`config.mk`:
```
export PLATFORM = sky130hd
export DESIGN_NAME = stage3_fetch_stage
export DESIGN_NICKNAME = d
export VERILOG_FILES = /design/src/rtl/stage3_fetch_pkg.sv /design/src/rtl/stage3_pc_select.sv /design/src/rtl/stage3_fetch_stage.sv
export SDC_FILE = /design/constraint.sdc
export NUM_CORES = 1
export LEC_CHECK = 0
export ABC_AREA = 1
export BUFFER_PORTS_ARGS = -buffer_cell sky130_fd_sc_hd__buf_2
export CELL_PAD_IN_SITES_DETAIL_PLACEMENT = 0
export CELL_PAD_IN_SITES_GLOBAL_PLACEMENT = 1
export CORE_MARGIN = 3
export CORE_UTILIZATION = 35
export DETAILED_ROUTE_END_ITERATION = 10
export GPL_TIMING_DRIVEN = 0
export PLACE_DENSITY_LB_ADDON = 0.1
export SYNTH_ARGS = -nofsm -noshare
export SYNTH_HDL_FRONTEND = slang
export SYNTH_SLANG_ARGS = --single-unit
```
`constraint.sdc`:
```
create_clock -name CLK -period 3 [get_ports CLK]
set_clock_uncertainty 0.05 [all_clocks]
set_input_delay 0.15 -clock CLK [delete_from_list [all_inputs] [get_ports CLK]]
set_output_delay 0.15 -clock CLK [all_outputs]
set_load 0.01 [all_outputs]
```
`src/rtl/stage3_fetch_pkg.sv`:
```
// Shared types for the 3-stage pipeline fetch stage: FSM states, NOP word, IF/EX latch layout.
package stage3_fetch_pkg;

  typedef enum logic [1:0] {
    FETCH   = 2'd0,
    HOLD    = 2'd1,
    DISCARD = 2'd2
  } fetch_state_t;

  localparam logic [31:0] NOP_INSN = 32'h0000_0013;

  typedef struct packed {
    logic        valid;
    logic [31:0] pc;
    logic [31:0] pc4;
    logic [31:0] instr;
    logic        mal;
  } ifex_latch_t;

endpackage

```
`src/rtl/stage3_pc_select.sv`:
```
// Next-PC priority mux: priv insertion beats fence rollback beats branch/jump beats pc+4.
module stage3_pc_select (
  input  logic        insert_priv_pc,
  input  logic [31:0] priv_pc,
  input  logic        rollback,
  input  logic [31:0] rollback_pc,
  input  logic        npc_sel,
  input  logic [31:0] brj_addr,
  input  logic [31:0] pc_plus4,
  output logic [31:0] next_pc,
  output logic        redirect_req
);

  always_comb begin
    next_pc      = pc_plus4;
    redirect_req = 1'b1;
    if (insert_priv_pc) begin
      next_pc = priv_pc;
    end else if (rollback) begin
      next_pc = rollback_pc;
    end else if (npc_sel) begin
      next_pc = brj_addr;
    end else begin
      redirect_req = 1'b0;
    end
  end

endmodule

```
`src/rtl/stage3_fetch_stage.sv`:
```
// Fetch stage: owns the PC, drives the I-bus and the IF/EX latch; drops wrong-path responses.
// Optional misaligned-target trap path is enabled by defining STAGE3_FETCH_MISALIGN_CHECK_EN.
module stage3_fetch_stage
  import stage3_fetch_pkg::*;
#(
  parameter logic [31:0] RESET_PC = 32'h8000_0000
) (
  input  logic        CLK,
  input  logic        nRST,
  input  logic        pc_en,
  input  logic        npc_sel,
  input  logic [31:0] brj_addr,
  input  logic        insert_priv_pc,
  input  logic [31:0] priv_pc,
  input  logic        rollback,
  input  logic [31:0] rollback_pc,
  input  logic        if_ex_flush,
  input  logic        if_ex_stall,
  input  logic        suppress_iren,
  output logic        iren,
  output logic [31:0] iaddr,
  input  logic        i_mem_busy,
  input  logic [31:0] i_rdata,
  output logic        valid_f,
  output logic [31:0] pc_f,
  output logic [31:0] pc4_f,
  output logic [31:0] instr_f,
  output logic        mal_insn_f
);

  fetch_state_t state_q, state_d;
  logic [31:0]  pc_q, pc_d;
  logic [31:0]  pc_tgt_q, pc_tgt_d;
  logic [31:0]  hold_q, hold_d;
  logic         mal_done_q, mal_done_d;
  ifex_latch_t  ifex_q, ifex_d;

  logic [31:0]  pc_plus4;
  logic [31:0]  next_pc;
  logic         redirect_req;
  logic         redirect;
  logic         mal_pc;
  logic         iren_c;
  logic         load_en;
  ifex_latch_t  load_val;

  assign pc_plus4 = pc_q + 32'd4;
  assign redirect = pc_en & redirect_req;

`ifdef STAGE3_FETCH_MISALIGN_CHECK_EN
  assign mal_pc = |pc_q[1:0];
  assign iaddr  = pc_q;
`else
  assign mal_pc = 1'b0;
  assign iaddr  = {pc_q[31:2], 2'b00};
`endif

  stage3_pc_select u_pc_select (
    .insert_priv_pc (insert_priv_pc),
    .priv_pc        (priv_pc),
    .rollback       (rollback),
    .rollback_pc    (rollback_pc),
    .npc_sel        (npc_sel),
    .brj_addr       (brj_addr),
    .pc_plus4       (pc_plus4),
    .next_pc        (next_pc),
    .redirect_req   (redirect_req)
  );

  always_comb begin
    state_d    = state_q;
    pc_d       = pc_q;
    pc_tgt_d   = pc_tgt_q;
    hold_d     = hold_q;
    mal_done_d = mal_done_q;
    iren_c     = 1'b0;
    load_en    = 1'b0;
    load_val   = '0;

    unique case (state_q)
      FETCH: begin
        if (mal_pc) begin
          // A misaligned target is reported once and then fetch idles until the trap redirect.
          if (redirect) begin
            pc_d       = next_pc;
            mal_done_d = 1'b0;
          end else if (!mal_done_q && !if_ex_stall && !if_ex_flush) begin
            load_en    = 1'b1;
            load_val   = ifex_latch_t'{valid: 1'b1, pc: pc_q, pc4: pc_plus4,
                                       instr: NOP_INSN, mal: 1'b1};
            mal_done_d = 1'b1;
          end
        end else begin
          iren_c = !suppress_iren;
          if (iren_c && !i_mem_busy) begin
            if (redirect) begin
              pc_d = next_pc;
            end else if (!if_ex_stall) begin
              load_en  = 1'b1;
              load_val = ifex_latch_t'{valid: 1'b1, pc: pc_q, pc4: pc_plus4,
                                       instr: i_rdata, mal: 1'b0};
              if (pc_en) pc_d = pc_plus4;
            end else begin
              hold_d  = i_rdata;
              state_d = HOLD;
            end
          end else if (iren_c) begin
            if (redirect) begin
              pc_tgt_d = next_pc;
              state_d  = DISCARD;
            end
          end else if (redirect) begin
            pc_d = next_pc;
          end
        end
      end

      HOLD: begin
        if (redirect) begin
          pc_d    = next_pc;
          state_d = FETCH;
        end else if (!if_ex_stall) begin
          load_en  = 1'b1;
          load_val = ifex_latch_t'{valid: 1'b1, pc: pc_q, pc4: pc_plus4,
                                   instr: hold_q, mal: 1'b0};
          pc_d     = pc_plus4;
          state_d  = FETCH;
        end
      end

      DISCARD: begin
        // The stale beat keeps its address until it completes; the newest redirect wins.
        iren_c = 1'b1;
        if (redirect) pc_tgt_d = next_pc;
        if (!i_mem_busy) begin
          pc_d    = pc_tgt_d;
          state_d = FETCH;
        end
      end

      default: state_d = FETCH;
    endcase
  end

  always_comb begin
    ifex_d = ifex_q;
    if (if_ex_flush) begin
      ifex_d.valid = 1'b0;
      ifex_d.instr = NOP_INSN;
      ifex_d.mal   = 1'b0;
    end else if (if_ex_stall) begin
      ifex_d = ifex_q;
    end else if (load_en) begin
      ifex_d = load_val;
    end else begin
      ifex_d.valid = 1'b0;
      ifex_d.mal   = 1'b0;
    end
  end

  always_ff @(posedge CLK or negedge nRST) begin
    if (!nRST) begin
      state_q    <= FETCH;
      pc_q       <= RESET_PC;
      pc_tgt_q   <= RESET_PC;
      hold_q     <= NOP_INSN;
      mal_done_q <= 1'b0;
      ifex_q     <= ifex_latch_t'{valid: 1'b0, pc: 32'h0, pc4: 32'h0,
                                  instr: NOP_INSN, mal: 1'b0};
    end else begin
      state_q    <= state_d;
      pc_q       <= pc_d;
      pc_tgt_q   <= pc_tgt_d;
      hold_q     <= hold_d;
      mal_done_q <= mal_done_d;
      ifex_q     <= ifex_d;
    end
  end

  // The request is masked by reset directly so the bus sees it drop without waiting for a clock.
  assign iren       = iren_c & nRST;
  assign valid_f    = ifex_q.valid;
  assign pc_f       = ifex_q.pc;
  assign pc4_f      = ifex_q.pc4;
  assign instr_f    = ifex_q.instr;
  assign mal_insn_f = ifex_q.mal;

endmodule
```
==> qor_table.md, run 1 <==
| Item | Value | Unit |
| --- | --- | --- |
| Post-Route Hold Slack | 132 | ps |
| IO Port Bufs | 264 | - |
| Proportion of netlist area held by the largest area contributor | 0.417 | - |
| Fraction of final layout cells sized beyond drive strength 1 | 0.196 | - |
| Synthesis-to-layout area growth | 25.7 | % |
| End of the worst register-to-register path | pc_q[29] | - |
| Max frequency | 0.354 | GHz |
| Core area | 0.0309 | mm² |
| DR WL/cell | 21.0 | µm |
| Number of CTS-inserted buffers | 17 | - |
| Weighted congestion reported at the end of routability-driven placement | 0.931 | - |
| Die area | 0.0339 | mm² |
| Most frequent cells after synthesis | 549 x sky130_fd_sc_hd__nand2_1, 185 x sky130_fd_sc_hd__dfrtp_1, 139 x sky130_fd_sc_hd__nor2_1 | - |
| Overflow left after global routing | 0 | - |
| Number of vias per cell after detailed routing | 5.22 | - |
| Buffer depth of the longest clock path | 2 | - |
| DIE WIDTH | 184 | µm |
| Mean instance size in the synthesized netlist | 7.00 | µm² |
| Biggest fanout along the worst timing path | 10 | - |
| Total length of routed met2 wires | 20700 | µm |
| Top_reg_cell synth | sky130_fd_sc_hd__dfrtp_1 | - |
| Setup slack on the worst flop-to-flop path | 170 | ps |
| Wire length of the first global-routing pass | 72100 | µm |
| Fraction of the yosys area taken by sequential cells | 0.436 | - |
| Total Power | 13.4 | mW |
| TritonCTS clock tree | built | - |
| Total standard cell area after synthesis | 0.0111 | mm² |
| Largest cells by area after synthesis | sky130_fd_sc_hd__dfrtp_1 42%, sky130_fd_sc_hd__nand2_1 19%, sky130_fd_sc_hd__o21ai_0 6.2% | - |
| Crit path capture type | register | - |
| EDFF count, synth | 0 | - |
| Fin. max-slew vios | 0 | - |
| Worst reg2reg path startpoint | state_q[0] | - |
| Final period util | 0.943 | - |
| Die Ht | 184 | µm |
| Area used by sequential logic in the layout | 0.00484 | mm² |
| Count of unique library cells instantiated by Yosys | 40 | - |
| #FFs+latches synth | 193 | - |
| Element type at the critical path start | register | - |
| Hold path startpoint | if_ex_stall | - |
| Number of routed nets with antenna violations | 0 | - |
| Initial core utilization | 0.359 | - |
| Utilization of the core after routing | 0.452 | - |
| Type of the worst setup path | register to register | - |
| Total iterations of the first detailed-routing run | 7 | - |
| Setup-failing EPs final | 0 | - |
| Max transition margin | 0.447 | - |
| Time the worst path needs with I/O delays and setup | 2830 | ps |
| Power per Cell Area | 960 | mW/mm² |
| DRC violation count after routing | 0 | - |
| Area occupied by multi-input gates | 0.00547 | mm² |
| Number of H-tree levels | 4 | - |
| Iteration-0 DRC count of the detailed router | 1136 | - |
| Number of core rows | 64 | - |
| Async SR Flop Fraction | 1.00 | - |
| Worst vdd ir | 408 | µV |
| Top layer used by detailed routing | met4 | - |
| Cell with the most instances after synthesis | sky130_fd_sc_hd__nand2_1 | - |
| Net count, final | 2052 | - |
| Overall routed net length | 48600 | µm |
| Register clock-pin slew on the reported worst setup and hold paths | 80 | ps |
| Area leader, netlist | sky130_fd_sc_hd__dfrtp_1 | - |
| Instance count along the most critical hold path | 4 | - |
| Via total after detailed routing | 12.1k | - |
| Max-cap violations | 0 | - |
| Run status | complete, no violations | - |
| Routed length on met1 | 23400 | µm |
| Sinks on the clock net | 193 | - |
| Instance count of the mapped netlist | 1587 | - |
| Synth warn | 0 | - |
| Lkg Pwr | 7.01 | nW |
| Post-detailed-placement half-perimeter wirelength | 38400 | µm |
| Fill cell instance count of the final layout | 3351 | - |
| Setup repair after global routing missed its margin | yes | - |
| Worst endpoint required time | 3300 | ps |
| Root buf cell | sky130_fd_sc_hd__clkbuf_16 | - |
| Routed length on met3 | 3150 | µm |
| Clock latency of the later-clocked register in the worst-skew pair | 470 | ps |
| Total Routing Usage GR | 0.285 | - |
| Via count of the first global-routing pass | 11.5k | - |
| Number of ports placed on the die boundary | 269 | - |
| Antenna violations before repair | 1 | - |
| Maximum number of pins on one net before global-route repair | 115 | - |
| Slew at the pin closest to its max-slew limit | 829 | ps |
| Arrival time at the worst endpoint | 3130 | ps |
| Endpoint of the worst hold path | hold_q[0] | - |
| Class of the worst hold path | input pin to register | - |
| Final hold vios | 0 | - |
| Number of cells on the worst reg-to-reg path | 12 | - |
==> final cells by class <==
type,count,area share
multi-input cells,1185,0.392
well taps,396,0.0355
diodes,1,0.000179
flip-flops and latches,193,0.347
plain buffers,94,0.0293
clock inverters,14,0.0112
inverters,117,0.0314
repair buffers,302,0.123
clock buffers,18,0.0307
==> state kept, by name (all words and copies together) (netlist names) <==
name / count
pc_q: 32
valid_f: 1
hold_q: 32
pc4_f: 30
instr_f: 32
pc_f: 32
pc_tgt_q: 32
state_q: 2
==> cell usage in the layout (no fill, tap or decap), drive strengths merged <==
master / Yosys / layout
a21boi: 1 / 1
nand2: 550 / 550
ha: 4 / 4
diode: 0 / 1
clkbuf: 63 / 81
dfstp: 8 / 8
and2: 1 / 1
and3: 1 / 1
clkinvlp: 0 / 1
o2111ai: 3 / 3
o22ai: 9 / 9
or2: 22 / 22
nand3b: 1 / 1
a22o: 29 / 29
conb: 1 / 3
o211ai: 14 / 14
nor2: 144 / 144
xnor2: 1 / 1
dlygate4sd3: 0 / 35
a21oi: 70 / 70
nor3: 2 / 2
o21bai: 4 / 4
dfrtp: 185 / 185
a31oi: 40 / 40
nand3: 101 / 101
o221ai: 1 / 1
nand4: 2 / 2
a22oi: 2 / 2
xor2: 6 / 6
buf: 31 / 298
o21ai: 174 / 174
inv: 115 / 124
clkinv: 2 / 6
==> metrics by stage <==
stage	instances	TNS, ps	setup slack, ps	instance area [µm²]
2_1_floorplan	1589	0	911	11100
3_3_place_gp	2249	-321880	-1750	12900
3_5_place_dp	2250	0	14.6	13000
4_1_cts	2317	0	3.78	13900
5_1_grt	2320	-20.2	-20.2	14000
6_report	2320	0	172	14000
==> worst max path at each step <==
stage | from | end | slack [ps] | cells past startpoint
finish | state_q[0] | pc_q[29] | 170 | 12
global route | pc_q[2] | pc_q[23] | -20 | 15
CTS | state_q[0] | pc_tgt_q[30] | 4 | 8
detailed placement | state_q[0] | pc_tgt_q[29] | 10 | 8
global placement | nRST | pc_tgt_q[29] | -1750 | 1
floorplan | state_q[0] | instr_f[21] | 910 | 14
==> cells by family (layout without fill, tap and decap cells) <==
group           Yosys count  after routing  share of synthesized area
fa+ha+maj                 4              4                    0.00450
compound gates          347            347                      0.179
flops                   193            193                      0.436
other cells               1              4                   0.000338
simple gates            824            824                      0.299
xor+xnor                  7              7                    0.00552
buf+inv                 211            545                     0.0760
==> where the power goes <==
group	leakage, nW	switching [mW]	internal [mW]
Clock	0.282	1.23	1.12
Sequential	2.42	0.761	3.66
Combinational	4.31	4.53	2.09
==> routing by layer <==
metal  global-route usage  up-vias
met5                    0        -
met1                0.426     5746
li1                     -     5838
met3               0.0424       66
met2                0.423      464
met4               0.0946        0
==> worst max-delay path, cell delays in order (launching register included) <==
cell	delay (ps)
sky130_fd_sc_hd__dfrtp_1	400
sky130_fd_sc_hd__inv_1	90
sky130_fd_sc_hd__ha_1	140
sky130_fd_sc_hd__clkbuf_1	390
sky130_fd_sc_hd__a22oi_1	160
sky130_fd_sc_hd__o21ai_0	160
sky130_fd_sc_hd__nor3_2	80
sky130_fd_sc_hd__buf_4	170
sky130_fd_sc_hd__inv_2	140
sky130_fd_sc_hd__clkbuf_1	550
sky130_fd_sc_hd__a21oi_1	90
sky130_fd_sc_hd__nand2_1	200
sky130_fd_sc_hd__nand2_1	70
==> what timing repair did <==
item	CTS	global route
setup endpoints to repair	0	75
hold buffers	35	0
resized for setup	0	22
endpoints found under the hold margin	139	0
setup buffers	0	2
Power figures use the tool's default switching activity.
==> run 2, diff against run 1 <==
Settings changed: ABC_AREA 1 to 0.
==> qor_table.md, run 2 <==
| Item | Value | Unit | Change |
| --- | --- | --- | --- |
| Iteration-0 DRC count of the detailed router | 1123 | - | -1.1% |
| Synthesis-to-layout area growth | 26.8 | % |  |
| TritonCTS clock tree | built | - |  |
| Die area | 0.0333 | mm² | -1.8% |
| Total Routing Usage GR | 0.278 | - | -0.00723 |
| Max transition margin | 0.352 | - | -0.0953 |
| Power per Cell Area | 941 | mW/mm² | -1.9% |
| Time the worst path needs with I/O delays and setup | 2900 | ps | +77.0 ps |
| Element type at the critical path start | register | - |  |
| Diode insertion count for antenna repair | 0 | - | -1 |
| Clock latency of the later-clocked register in the worst-skew pair | 440 | ps | -30 ps |
| Number of ports placed on the die boundary | 269 | - | unchanged |
| Final hold vios | 0 | - | unchanged |
| Overflow left after global routing | 0 | - | unchanged |
| Worst endpoint required time | 3290 | ps | about the same |
| Largest cells by area after synthesis | sky130_fd_sc_hd__dfrtp_1 42%, sky130_fd_sc_hd__nand2_1 8.6%, sky130_fd_sc_hd__o21ai_0 5.8% | - |  |
| Biggest fanout along the worst timing path | 10 | - | unchanged |
| Proportion of netlist area held by the largest area contributor | 0.425 | - | +0.00803 |
| Arrival time at the worst endpoint | 3190 | ps | +60 ps |
| Synth warn | 0 | - | unchanged |
| Overall routed net length | 47700 | µm | -1.9% |
| EDFF count, synth | 0 | - | unchanged |
| Number of vias per cell after detailed routing | 5.67 | - | +8.6% |
| Final period util | 0.968 | - | +0.0257 |
| Number of routed nets with antenna violations | 0 | - | unchanged |
| Sinks on the clock net | 193 | - | unchanged |
| Slew at the pin closest to its max-slew limit | 972 | ps | +143 ps |
| Number of core rows | 63 | - | -1.6% |
| DRC violation count after routing | 0 | - | unchanged |
| Wire length of the first global-routing pass | 70300 | µm | -2.5% |
| Number of CTS-inserted buffers | 17 | - | unchanged |
| Type of the worst setup path | register to register | - |  |
| Max-cap violations | 0 | - | unchanged |
| Total iterations of the first detailed-routing run | 5 | - | -2 |
| Placed instance area | 0.0128 | mm² | -1.6% |
| Lkg Pwr | 6.28 | nW | -10% |
| DR WL/cell | 23.9 | µm | +14% |
| Number of H-tree levels | 4 | - | unchanged |
| Fill cell instance count of the final layout | 3034 | - | -9.5% |
| Net count, final | 1732 | - | -16% |
| Final Instance Area | 0.0138 | mm² | -1.0% |
| Via count of the first global-routing pass | 11.0k | - | -3.9% |
| Register clock-pin slew on the reported worst setup and hold paths | 90 | ps | about the same |
| Setup-failing EPs final | 0 | - | unchanged |
| Top_reg_cell synth | sky130_fd_sc_hd__dfrtp_1 | - |  |
| Weighted congestion reported at the end of routability-driven placement | 0.944 | - | +1.4% |
| Die Ht | 182 | µm | -0.92% |
| Utilization of the core after routing | 0.458 | - | +0.00604 |
| Fin. max-slew vios | 0 | - | unchanged |
| IO Port Bufs | 263 | - | -0.38% |
| Initial core utilization | 0.361 | - | +0.00160 |
| DIE WIDTH | 182 | µm | -0.92% |
| Root buf cell | sky130_fd_sc_hd__clkbuf_16 | - |  |
| Setup repair after global routing missed its margin | yes | - |  |
| Via total after detailed routing | 11.3k | - | -6.7% |
| Run status | complete, no violations | - |  |
| Cell with the most instances after synthesis | sky130_fd_sc_hd__nand2_1 | - |  |
| Total standard cell area after synthesis | 0.0109 | mm² | -1.9% |
| Instance count of the mapped netlist | 1268 | - | -20% |
| #FFs+latches synth | 193 | - | unchanged |
| Setup slack on the worst flop-to-flop path | 100 | ps | -80 ps |
| Fraction of the yosys area taken by sequential cells | 0.444 | - | +0.00840 |
| Fraction of final layout cells sized beyond drive strength 1 | 0.256 | - | +0.0603 |
| Core area | 0.0302 | mm² | -2.3% |
| Total Power | 13.0 | mW | -2.9% |
| Most common library cell in the layout ignoring fill and taps | sky130_fd_sc_hd__buf_2 | - |  |
| Highest-count cells in the layout ignoring fill and taps | 285 x sky130_fd_sc_hd__buf_2, 249 x sky130_fd_sc_hd__nand2_1, 185 x sky130_fd_sc_hd__dfrtp_1 | - |  |
| Async SR Flop Fraction | 1.00 | - | unchanged |
| Max frequency | 0.344 | GHz | -2.7% |
| Mean instance size in the synthesized netlist | 8.60 | µm² | +23% |
| Antenna violations before repair | 0 | - | -1 |
| Buffer depth of the longest clock path | 2 | - | unchanged |
| Post-detailed-placement half-perimeter wirelength | 35300 | µm | -8.2% |
| Most frequent cells after synthesis | 250 x sky130_fd_sc_hd__nand2_1, 185 x sky130_fd_sc_hd__dfrtp_1, 127 x sky130_fd_sc_hd__o21ai_0 | - |  |
| Worst vdd ir | 446 | µV | +9.4% |
| Crit path capture type | register | - |  |
| Area leader, netlist | sky130_fd_sc_hd__dfrtp_1 | - |  |
| Count of unique library cells instantiated by Yosys | 77 | - | +93% |
| Maximum number of pins on one net before global-route repair | 108 | - | -6.1% |
| Class of the worst hold path | input pin to register | - |  |
run 2: path summary, 6_finish.rpt:
check                             startpoint           end  cells past startpoint
worst max-delay path              state_q[0]      pc_q[15]                     10
max in group asynchronous               nRST  pc_tgt_q[28]                      3
min in group asynchronous               nRST    instr_f[5]                      2
worst min register to register  pc_tgt_q[11]  pc_tgt_q[11]                      2
worst min-delay path              priv_pc[0]   pc_tgt_q[0]                      3
worst max register to register    state_q[0]      pc_q[15]                     10
run 2: metrics by stage:
stage / setup TNS, ps / worst slack, ps / hold slack, ps / instances
4_1_cts: 0 / 26.3 / 3.10 / 1992
3_3_place_gp: -396970 / -1870 / 349 / 1923
3_5_place_dp: -45000 / -561 / 151 / 1925
5_1_grt: -0.0715 / -0.0715 / 19.5 / 1993
2_1_floorplan: 0 / 491 / -196 / 1270
6_report: 0 / 95.1 / 17.7 / 1993
run 2: cell families (layout without fill, tap and decap cells):
kind of cell / Yosys count / in the layout / share of synthesized area
AO/OA/AOI/OAI: 376 / 376 / 0.228
XOR/XNOR: 22 / 22 / 0.0177
adder cells (fa/ha/maj): 4 / 4 / 0.00459
buffers and inverters: 126 / 459 / 0.0491
flip-flops: 193 / 193 / 0.444
multiplexers: 44 / 44 / 0.0447
other: 1 / 3 / 0.000344
AND/OR/NAND/NOR: 502 / 502 / 0.212
run 2: layout make-up:
class / instances / area (µm²) / area share
Tap cell: 390 / 488 / 0.0353
Clock buffer: 18 / 429 / 0.0310
Multi-Input combinational cell: 951 / 5610 / 0.406
Clock inverter: 14 / 183 / 0.0132
Inverter: 17 / 63.8 / 0.00462
Timing Repair Buffer: 303 / 1730 / 0.125
Sequential cell: 193 / 4840 / 0.350
Buffer: 107 / 474 / 0.0343
run 2: per-layer routing:
| layer | up-vias | track usage | part of all wire |
|---|---|---|---|
| met1 | 5453 | 0.393 | 0.44 |
| met3 | 77 | 0.0389 | 0.077 |
| met5 | - | 0 | 0 |
| met4 | 0 | 0.0978 | 0.034 |
| li1 | 5223 | - | - |
| met2 | 546 | 0.436 | 0.45 |
run 2: where the power goes:
group          internal, mW  switching, mW  total, mW
sequential             3.68          0.769       4.45
combinational          2.23           3.90       6.13
clock                  1.15           1.28       2.43
run 2: critical path, stage by stage (launching register included):
cell	delay [ps]
sky130_fd_sc_hd__dfrtp_1	410
sky130_fd_sc_hd__inv_1	90
sky130_fd_sc_hd__ha_1	200
sky130_fd_sc_hd__clkbuf_1	490
sky130_fd_sc_hd__and2_1	350
sky130_fd_sc_hd__buf_2	330
sky130_fd_sc_hd__buf_2	360
sky130_fd_sc_hd__nand2_1	90
sky130_fd_sc_hd__o211ai_1	150
sky130_fd_sc_hd__a21oi_1	70
sky130_fd_sc_hd__o31ai_1	200
run 2: timing repair:
item	in CTS	in global routing
pin swaps	1	1
gates resized for setup	15	8
setup buffers	1	2
setup endpoints to repair	159	95
hold endpoints to repair	144	0
cloned	0	0
hold buffers	35	0
